$ cat src/rtl/emu_pkg.sv
// Shared types and constants for the emu_transactor block.
package emu_pkg;

  typedef enum logic [1:0] {
    IDLE = 2'd0,
    RUN  = 2'd1,
    CAP  = 2'd2
  } emu_state_e;

  localparam int BUSY_BIT   = 7;
  localparam int VALID_BIT  = 6;
  localparam int STEP_CNT_W = 9;

endpackage

$ cat src/rtl/emu_transactor_if.sv
// Host byte bus of the transactor: write/command strobes in, read data and busy out.
interface emu_transactor_if #(
    parameter int ADDR_W = 3
);
    logic [7:0]        Din_emu;
    logic [ADDR_W-1:0] Addr_emu;
    logic              wr_emu;
    logic              load_emu;
    logic              get_emu;
    logic              step_emu;
    logic [7:0]        Dout_emu;
    logic              busy_emu;

    modport master (
        output Din_emu, Addr_emu, wr_emu, load_emu, get_emu, step_emu,
        input  Dout_emu, busy_emu
    );

    modport slave (
        input  Din_emu, Addr_emu, wr_emu, load_emu, get_emu, step_emu,
        output Dout_emu, busy_emu
    );
endinterface

$ cat src/rtl/emu_step_ctrl.sv
// Step-burst controller: counts N enabled DUT cycles, then optionally one capture cycle.
module emu_step_ctrl
    import emu_pkg::*;
#(
    parameter int AUTO_GET = 1
) (
    input  logic       clk_emu,
    input  logic       nreset_emu,
    input  logic       i_start,
    input  logic [7:0] i_cnt,
    output logic       o_dut_ce,
    output logic       o_busy,
    output logic       o_cap_pulse
);

    emu_state_e            r_state;
    emu_state_e            w_next;
    logic [STEP_CNT_W-1:0] r_cnt;
    logic [STEP_CNT_W-1:0] w_cnt_next;

    always_ff @(posedge clk_emu or negedge nreset_emu) begin
        if (!nreset_emu) begin
            r_state <= IDLE;
            r_cnt   <= '0;
        end else begin
            r_state <= w_next;
            r_cnt   <= w_cnt_next;
        end
    end

    always_comb begin
        w_next      = r_state;
        w_cnt_next  = r_cnt;
        o_dut_ce    = 1'b0;
        o_cap_pulse = 1'b0;
        case (r_state)
            IDLE: begin
                if (i_start) begin
                    w_next = RUN;
                    // A zero step count means a full 256-cycle burst.
                    w_cnt_next = (i_cnt == 8'd0) ? STEP_CNT_W'(256)
                                                 : {1'b0, i_cnt};
                end
            end
            RUN: begin
                o_dut_ce   = 1'b1;
                w_cnt_next = r_cnt - 1'b1;
                if (r_cnt == STEP_CNT_W'(1))
                    w_next = (AUTO_GET != 0) ? CAP : IDLE;
            end
            CAP: begin
                o_cap_pulse = 1'b1;
                w_next      = IDLE;
            end
            default: w_next = IDLE;
        endcase
    end

    assign o_busy = (r_state != IDLE);

endmodule

$ cat src/rtl/emu_transactor.sv
// Co-emulation transactor: stimulus/capture byte arrays, command decode and read mux.
// Optional EMU_MONITOR_EN adds clk_LED driven by a counter of enabled DUT cycles.
module emu_transactor
    import emu_pkg::*;
#(
    parameter int NUM_STIM = 2,
    parameter int NUM_OUT  = 2,
    parameter int ADDR_W   = 3,
    parameter int AUTO_GET = 1
) (
    input  logic                    clk_emu,
    input  logic                    nreset_emu,
    emu_transactor_if.slave         bus,
    output logic                    dut_ce,
    output logic [8*NUM_STIM-1:0]   dut_in,
`ifdef EMU_MONITOR_EN
    input  logic [8*NUM_OUT-1:0]    dut_out,
    output logic                    clk_LED
`else
    input  logic [8*NUM_OUT-1:0]    dut_out
`endif
);

    logic [NUM_STIM-1:0][7:0] r_stim;
    logic [NUM_STIM-1:0][7:0] r_applied;
    logic [NUM_OUT-1:0][7:0]  r_vect;
    logic                     r_cap_valid;
    logic [7:0]               r_dout;

    logic w_busy;
    logic w_cap_pulse;
    logic w_load;
    logic w_get;
    logic w_step;
    logic w_wr;
    logic w_capture;
    logic [7:0] w_status;
    logic [7:0] w_rd;

    // Only the highest-priority command acts, and only while idle.
    assign w_load    = !w_busy && bus.load_emu;
    assign w_get     = !w_busy && !bus.load_emu && bus.get_emu;
    assign w_step    = !w_busy && !bus.load_emu && !bus.get_emu && bus.step_emu;
    assign w_wr      = !w_busy && !bus.load_emu && !bus.get_emu && !bus.step_emu
                       && bus.wr_emu;
    assign w_capture = w_get || w_cap_pulse;

    emu_step_ctrl #(.AUTO_GET(AUTO_GET)) u_step_ctrl (
        .clk_emu     (clk_emu),
        .nreset_emu  (nreset_emu),
        .i_start     (w_step),
        .i_cnt       (bus.Din_emu),
        .o_dut_ce    (dut_ce),
        .o_busy      (w_busy),
        .o_cap_pulse (w_cap_pulse)
    );

    always_ff @(posedge clk_emu or negedge nreset_emu) begin
        if (!nreset_emu) begin
            r_stim    <= '0;
            r_applied <= '0;
        end else if (w_load) begin
            r_applied <= r_stim;
        end else if (w_wr) begin
            for (int k = 0; k < NUM_STIM; k++)
                if (bus.Addr_emu == ADDR_W'(k))
                    r_stim[k] <= bus.Din_emu;
        end
    end

    always_ff @(posedge clk_emu or negedge nreset_emu) begin
        if (!nreset_emu) begin
            r_vect      <= '0;
            r_cap_valid <= 1'b0;
        end else if (w_capture) begin
            r_vect      <= dut_out;
            r_cap_valid <= 1'b1;
        end else if (w_load) begin
            r_cap_valid <= 1'b0;
        end
    end

    always_comb begin
        w_status            = '0;
        w_status[BUSY_BIT]  = w_busy;
        w_status[VALID_BIT] = r_cap_valid;
    end

    // NUM_OUT never reaches the all-ones address, so vect and STATUS cannot overlap.
    always_comb begin
        w_rd = '0;
        if (&bus.Addr_emu)
            w_rd = w_status;
        for (int k = 0; k < NUM_OUT; k++)
            if (bus.Addr_emu == ADDR_W'(k))
                w_rd = r_vect[k];
    end

    always_ff @(posedge clk_emu or negedge nreset_emu) begin
        if (!nreset_emu) r_dout <= '0;
        else             r_dout <= w_rd;
    end

    assign bus.Dout_emu = r_dout;
    assign bus.busy_emu = w_busy;
    assign dut_in       = r_applied;

`ifdef EMU_MONITOR_EN
    logic [3:0] r_mon_cnt;

    always_ff @(posedge clk_emu or negedge nreset_emu) begin
        if (!nreset_emu)  r_mon_cnt <= '0;
        else if (dut_ce)  r_mon_cnt <= r_mon_cnt + 1'b1;
    end

    assign clk_LED = r_mon_cnt[3];
`endif

endmodule

$ cat src/flat_wrapper.sv
// flat-port wrapper written by rule: the top's interface ports become plain ports
module emu_transactor_flat import emu_pkg::*;
#(
    parameter int NUM_STIM = 2,
    parameter int NUM_OUT  = 2,
    parameter int ADDR_W   = 3,
    parameter int AUTO_GET = 1
)
  (clk_emu, nreset_emu, dut_ce, dut_in, dut_out, bus_Din_emu, bus_Addr_emu, bus_wr_emu, bus_load_emu, bus_get_emu, bus_step_emu, bus_Dout_emu, bus_busy_emu);
  emu_transactor_if #(.ADDR_W(ADDR_W)) bus_i ();
  input  logic clk_emu;
  input  logic nreset_emu;
  output logic dut_ce;
  output logic [8*NUM_STIM-1:0] dut_in;
  input  logic [8*NUM_OUT-1:0] dut_out;
  input wire logic [$bits(bus_i.Din_emu)-1:0] bus_Din_emu;
  input wire logic [$bits(bus_i.Addr_emu)-1:0] bus_Addr_emu;
  input wire logic [$bits(bus_i.wr_emu)-1:0] bus_wr_emu;
  input wire logic [$bits(bus_i.load_emu)-1:0] bus_load_emu;
  input wire logic [$bits(bus_i.get_emu)-1:0] bus_get_emu;
  input wire logic [$bits(bus_i.step_emu)-1:0] bus_step_emu;
  output wire logic [$bits(bus_i.Dout_emu)-1:0] bus_Dout_emu;
  output wire logic [$bits(bus_i.busy_emu)-1:0] bus_busy_emu;
  assign bus_i.Din_emu = bus_Din_emu;
  assign bus_i.Addr_emu = bus_Addr_emu;
  assign bus_i.wr_emu = bus_wr_emu;
  assign bus_i.load_emu = bus_load_emu;
  assign bus_i.get_emu = bus_get_emu;
  assign bus_i.step_emu = bus_step_emu;
  assign bus_Dout_emu = bus_i.Dout_emu;
  assign bus_busy_emu = bus_i.busy_emu;
  emu_transactor #(.NUM_STIM(NUM_STIM), .NUM_OUT(NUM_OUT), .ADDR_W(ADDR_W), .AUTO_GET(AUTO_GET)) u_core (.clk_emu(clk_emu), .nreset_emu(nreset_emu), .bus(bus_i), .dut_ce(dut_ce), .dut_in(dut_in), .dut_out(dut_out));
endmodule
$ cat config.mk
export PLATFORM = sky130hd
export DESIGN_NAME = emu_transactor_flat
export DESIGN_NICKNAME = d
export VERILOG_FILES = /design/src/rtl/emu_pkg.sv /design/src/rtl/emu_transactor_if.sv /design/src/rtl/emu_step_ctrl.sv /design/src/rtl/emu_transactor.sv /design/src/flat_wrapper.sv
export SDC_FILE = /design/constraint.sdc
export NUM_CORES = 1
export LEC_CHECK = 0
export BUFFER_PORTS_ARGS = -buffer_cell sky130_fd_sc_hd__buf_2
export CORE_UTILIZATION = 54
export CTS_CLUSTER_DIAMETER = 200
export CTS_CLUSTER_SIZE = 24
export DETAILED_ROUTE_END_ITERATION = 10
export PLACE_DENSITY_LB_ADDON = 0.15
export SLEW_MARGIN = 40
export SYNTH_ARGS = -nofsm -noshare
export SYNTH_HDL_FRONTEND = slang
export SYNTH_SLANG_ARGS = --single-unit
$ cat constraint.sdc
create_clock -name clk_emu -period 2.25 [get_ports clk_emu]
set_input_delay 0.3375 -clock clk_emu [delete_from_list [all_inputs] [get_ports clk_emu]]
set_output_delay 0.3375 -clock clk_emu [all_outputs]
set_load 0.01 [all_outputs]
Word level (Yosys, flattened, before mapping):

Index checks and enable logic that the tools add are counted.

* input port bits: 33
* register bits after elaboration: 68
* word-level logic and storage cells: 54
* output and inout bits: 26

* $add $sub $neg: 1
* reductions and logical operators: 23
* multiplexer cells: 13
* equal/unequal tests: 6
* bitwise operators: 1

Operator list (count)
* 2-to-1 mux 8 bit: 3
* 2-to-1 mux 9 bit: 2
* case mux 9 bit (2 select lines): 1
* == test 9 x 1 -> 1 bit, second input constant: 1
* AND reduction 3 bit: 3
* subtractor 9 x 1 -> 9 bit, second input constant: 1
* logical NOT 8 bit: 1
* logical AND 1 bit: 7
* nonzero test 2 bit: 3
* logical NOT 1 bit: 4
* 2-to-1 mux 1 bit: 4
* 2-to-1 mux 2 bit: 2
* != test 2 bit, second input constant: 2
* case mux 2 bit (2 select lines): 1
* AND reduction 2 bit: 2
* == test 3 x 1 -> 1 bit, second input constant: 1
* logical NOT 3 bit: 1
* == test 2 x 1 -> 1 bit, second input constant: 1
* == test 2 bit, second input constant: 1
* logical NOT 2 bit: 1
* logical OR 1 bit: 1
* inverter 1 bit: 1

Logic depth before layout (Yosys ltp):

* depth after elaboration: 7
* mapped depth: 6
* gate-level depth less buffers: 6

Hierarchy:

Synthesis repeated with hierarchy kept, for this count alone.

* cells, all modules: 211
* area total of the unflattened synthesis: 2904.0 um2

By module, submodules not included
* emu_transactor: seq. area each 1426.4 um2, cells an instance 132, area an instance 2174.6 um2, times used 1
* emu_step_ctrl: seq. area each 275.3 um2, cells an instance 79, area an instance 729.4 um2, times used 1

Least setup slack after synthesis:

No wires, ideal clock.

* path type: reg-to-reg
* from: register u_core.u_step_ctrl.r_state[0]
* to: register u_core.r_stim[10] (netlist name)
* path buffers: 1
* library setup time: 125 ps
* slack: 509 ps
* clock period less this slack: 1741 ps
* required time: 2125 ps
* data arrival time: 1616 ps
* cell stages (with the launch flop): 6
* path through: dfrtp_1 -> nor4_4 -> nand4bb_1 -> or2_1 -> buf_6 -> mux2_4

* cells in the longest elaborated chain, start to end: 7
* elaborated cells on any way between the ends: 9
* classes of those cells: 1 x bitwise; 8 x reduce/logical

RTL lines
* start: declaration: RTL line emu_step_ctrl.sv:16 `emu_state_e r_state;`
* start signal: assignment: RTL line emu_step_ctrl.sv:26 `r_state <= w_next;`
* nonzero test 2 bit *: RTL line emu_step_ctrl.sv:59 `assign o_busy = (r_state != IDLE);`
* logical NOT 1 bit *: RTL line emu_transactor.sv:41, emu_transactor.sv:44
* logical AND 1 bit (3 in series): RTL line emu_transactor.sv:44 `assign w_wr = !w_busy && !bus.load_emu && !bus.get_emu && !bus.step_emu`
* logical AND 1 bit: RTL line emu_transactor.sv:45 `&& bus.wr_emu;`
* AND reduction 3 bit (no line) *
* end signal: indexed assignment: RTL line emu_transactor.sv:67 `r_stim[k] <= bus.Din_emu;`
* end: declaration: RTL line emu_transactor.sv:24 `logic [NUM_STIM-1:0][7:0] r_stim;`

Every way passes the cells marked *; elsewhere a longest branch is shown, timed or not.
A chain may end at the register's enable or synchronous reset.

Final worst setup path:

* from: register u_core.u_step_ctrl.r_state[0]
* to: register u_core.r_stim[9] (netlist name)

The elaborated chain is that of the path after synthesis.

==> out/results.md <==
| Quantity | Reported |
|---|---|
| Outcome | complete, no violations |
| Number of I/O port buffers | 58 |
| Share of the synthesized area in the top cell type | 59.2% |
| Startpoint class of the critical path | flop |
| Share of synthesized flip-flops with an asynchronous set or reset | 100% |
| Max Buffers Root-to-Sink | 2 |
| Vias | 1,921 |
| Lkg Pwr | 0.00176 uW |
| Endpoint required time on the critical path | 2470 ps |
| TritonCTS clock tree | yes |
| Worst flop-to-flop path startpoint | u_core.u_step_ctrl.r_state[0] |
| Antenna viol nets, final | 0 |
| Via-to-Cell Ratio | 5.46 |
| Number of maximum-capacitance constraint violations | 0 |
| Number of global-route vias before repair | 1,868 |
| Post-synth EDFFs | 0 |
| Initial Util | 56.3% |
| Initial antenna violation count | 0 |
| Die area | 0.00562 sq mm |
| Total global routing track utilization | 22.6% |
| Worst-skew pair later-pin latency | 340 ps |
| Switching power total | 1050 uW |
| Most area-consuming cells after synthesis | sky130_fd_sc_hd__dfrtp_1 (59%), sky130_fd_sc_hd__mux2_2 (16%), sky130_fd_sc_hd__mux2_4 (4.2%) |
| Residual overflow from global routing | 0 |
| Post-layout min period | 1970 ps |
| P per Cell Area | 1010 mW/mm^2 |
| Arrival time of data at the critical path endpoint | 2190 ps |
| Max IR drop VDD | 0.480 mV |
| Gate count of the mapped netlist | 210 |
| Worst Setup End Kind | flop |
| Maximum number of pins on one net before global-route repair | 48 |
| Weighted congestion reported at the end of routability-driven placement | 0.968 |
| First-pass iteration count of the detailed router | 5 |
| Unrepaired setup endpoints after global routing | no |
| Syn Nets | 245 |
| Die span in x | 75.0 microns |
| Clk sink count | 68 |
| Signed area change from the synthesized netlist to the final layout | 19.5% |
| Most frequent cell after synthesis | sky130_fd_sc_hd__dfrtp_1 |
| Top_reg_cell synth | sky130_fd_sc_hd__dfrtp_1 |
| Max_slew headroom | 66.6% |
| Post-synthesis cell type count | 39 |
| Final cycle utilization of the critical path | 87.7% |
| Final Skew | 7.49 ps |
| Number of max-slew violations in the final report | 0 |
| Final routed wire length divided by cell count | 16.2 microns |
| Number of cell rows | 26 |
| Routed WL | 5.69 mm |
| Cell-internal power | 2430 uW |
| Area leader, netlist | sky130_fd_sc_hd__dfrtp_1 |
| Antenna diode instance count | 0 |
| Commonest cells in the synthesized netlist | sky130_fd_sc_hd__dfrtp_1 (68), sky130_fd_sc_hd__mux2_2 (40), sky130_fd_sc_hd__nor2_1 (14), sky130_fd_sc_hd__mux2_4 (8), sky130_fd_sc_hd__mux2i_1 (8) |
| Worst setup timing slack at the placement stage | 250 ps |
| Part of the total power dissipated in combinational logic | 25.2% |
| Fraction of the yosys area taken by sequential cells | 59.2% |
| Clock-pin slew on the worst setup and hold paths | 70 ps |
| Switching part of the total | 30.0% |
| Count of endpoints failing setup in the final report | 0 |
| Critical path startpoint | u_core.u_step_ctrl.r_state[0] |
| Nets@finish | 313 |
| Number of CTS-inserted buffers | 9 |
| First-pass GRT wire length | 8.97 mm |
| Synthesized area per cell | 13.7 sq um |
| HPWL after detailed placement | 4.06 mm |
| Initial DRC Count | 118 |
| Startpoint of the most critical hold path | dut_out[6] |
| Post-synthesis instance area | 0.00287 sq mm |
| Portion of total power attributed to sequential cells | 49.7% |
| Die boundary height | 75.0 microns |
| Final worst setup slack | 277 ps |
| Portion of total power attributed to the clock network | 25.1% |
| Root Driver | sky130_fd_sc_hd__clkbuf_8 |
| Yosys warns | 0 |
| Worst Hold Class | in2reg |
| Post-cts sizing count | 0 |
| Maximum clock rate | 507 MHz |
| Top-Level Pins | 59 |
| Core outline area | 0.00511 sq mm |
| Slew at the pin with the worst max-slew slack | 501 ps |
| Worst Path Max Fanout | 8 |
| H-tree depth | 3 |
| Remaining design rule violation count | 0 |
| Setup Total Neg Slack | 0 ps |
| Number of register bits inferred by synthesis | 68 |
| Type of the setup path with the least slack | reg2reg |
| Total count of hold-check failures in the final report | 0 |
| Share of post-route cells with drive strength above 1 | 46.8% |
## cells by family (layout without fill, tap and decap cells)
kind of cell	count (synthesis)	after routing	share of synthesized area, %
AOI/OAI and AO/OA	25	25	6.05
adders and majority gates	2	2	0.871
buffers and inverters	14	86	2.48
DFF	68	68	59.2
muxes	56	56	22.6
and+or+nand+nor	45	45	8.75
## power by group through the flow
stage,Combinational [uW],Clock [uW],Sequential (uW)
floorplan,588,0,1720
global placement,854,0,1730
detailed placement,874,0,1750
CTS,885,890,1730
global route,972,955,1770
finish,876,873,1730
## sequential cells by signal, indices dropped and copies added (netlist names)
name                        cells
u_core.dut_in                  16
u_core.u_step_ctrl.r_state      2
u_core.u_step_ctrl.r_cnt        9
u_core.r_vect                  16
u_core.bus.Dout_emu             8
u_core.r_stim                  16
u_core.r_cap_valid              1
## layer usage
metal / GRT usage [%] / share of wire [%] / wire, microns / vias up
met3: 6.16 / 4.7 / 267 / 11
met5: 0 / 0 / 0 / -
met1: 29.6 / 46 / 2640 / 945
met4: 11.7 / 1.7 / 96 / 0
li1: - / - / - / 894
met2: 34.6 / 47 / 2690 / 71
## cells in the final DEF, fill, tap and decap left out, drive strengths merged, types with 3 or more instances in the layout
cell type | netlist | layout
a21oi | 6 | 6
buf | 5 | 63
clkbuf | 2 | 13
dfrtp | 68 | 68
inv | 7 | 7
mux2 | 48 | 48
mux2i | 8 | 8
nand2 | 5 | 5
nand3 | 5 | 5
nor2 | 16 | 16
nor4 | 3 | 3
o21ai | 4 | 4
o22ai | 3 | 3
## layout make-up
| cell class | instances | area [sq um] |
|---|---|---|
| repair buffers | 64 | 350 |
| multi-input cells | 128 | 1100 |
| clock buffers | 13 | 159 |
| flip-flops and latches | 68 | 1700 |
| clock inverters | 2 | 10.0 |
| fillers | 389 | 1670 |
| inverters | 7 | 26.3 |
| well taps | 70 | 87.6 |
## worst paths after layout
| kind | endpoint | slack (ps) | depth (start not counted) |
|---|---|---|---|
| worst min-delay path | u_core.r_vect[6] | 230 | 2 |
| min in group asynchronous | u_core.bus.Dout_emu[3] | 510 | 2 |
| max in group asynchronous | u_core.u_step_ctrl.r_cnt[6] | 1130 | 3 |
| worst max register to register | u_core.r_stim[9] | 280 | 4 |
| worst max-delay path | u_core.r_stim[9] | 280 | 4 |
| worst min register to register | u_core.dut_in[6] | 500 | 1 |
## worst max-delay path: stages, from the launching register on
cell and delay [ps]:
sky130_fd_sc_hd__dfrtp_1 460, sky130_fd_sc_hd__nor4_4 430, sky130_fd_sc_hd__nand4bb_1 180, sky130_fd_sc_hd__or2_1 430, sky130_fd_sc_hd__mux2_4 370
## stage by stage
step	total power, uW	hold slack [ps]	utilization [%]	area, sq um	cells
after floorplan	2310	41.9	-	2870	210
after detailed placement	2620	331	63.8	3260	336
final	3480	229	67.3	3440	352
after global routing	3700	219	67.3	3440	352
after CTS	3500	219	67.3	3440	352
after global placement	2580	330	63.8	3260	336
## repair_timing
| item | 4_1_cts | 5_1_grt |
|---|---|---|
| hold endpoints to repair | 21 | 0 |
| hold buffers | 1 | 0 |
| buffers inserted | 0 | 0 |
Power figures use the tool's default switching activity.
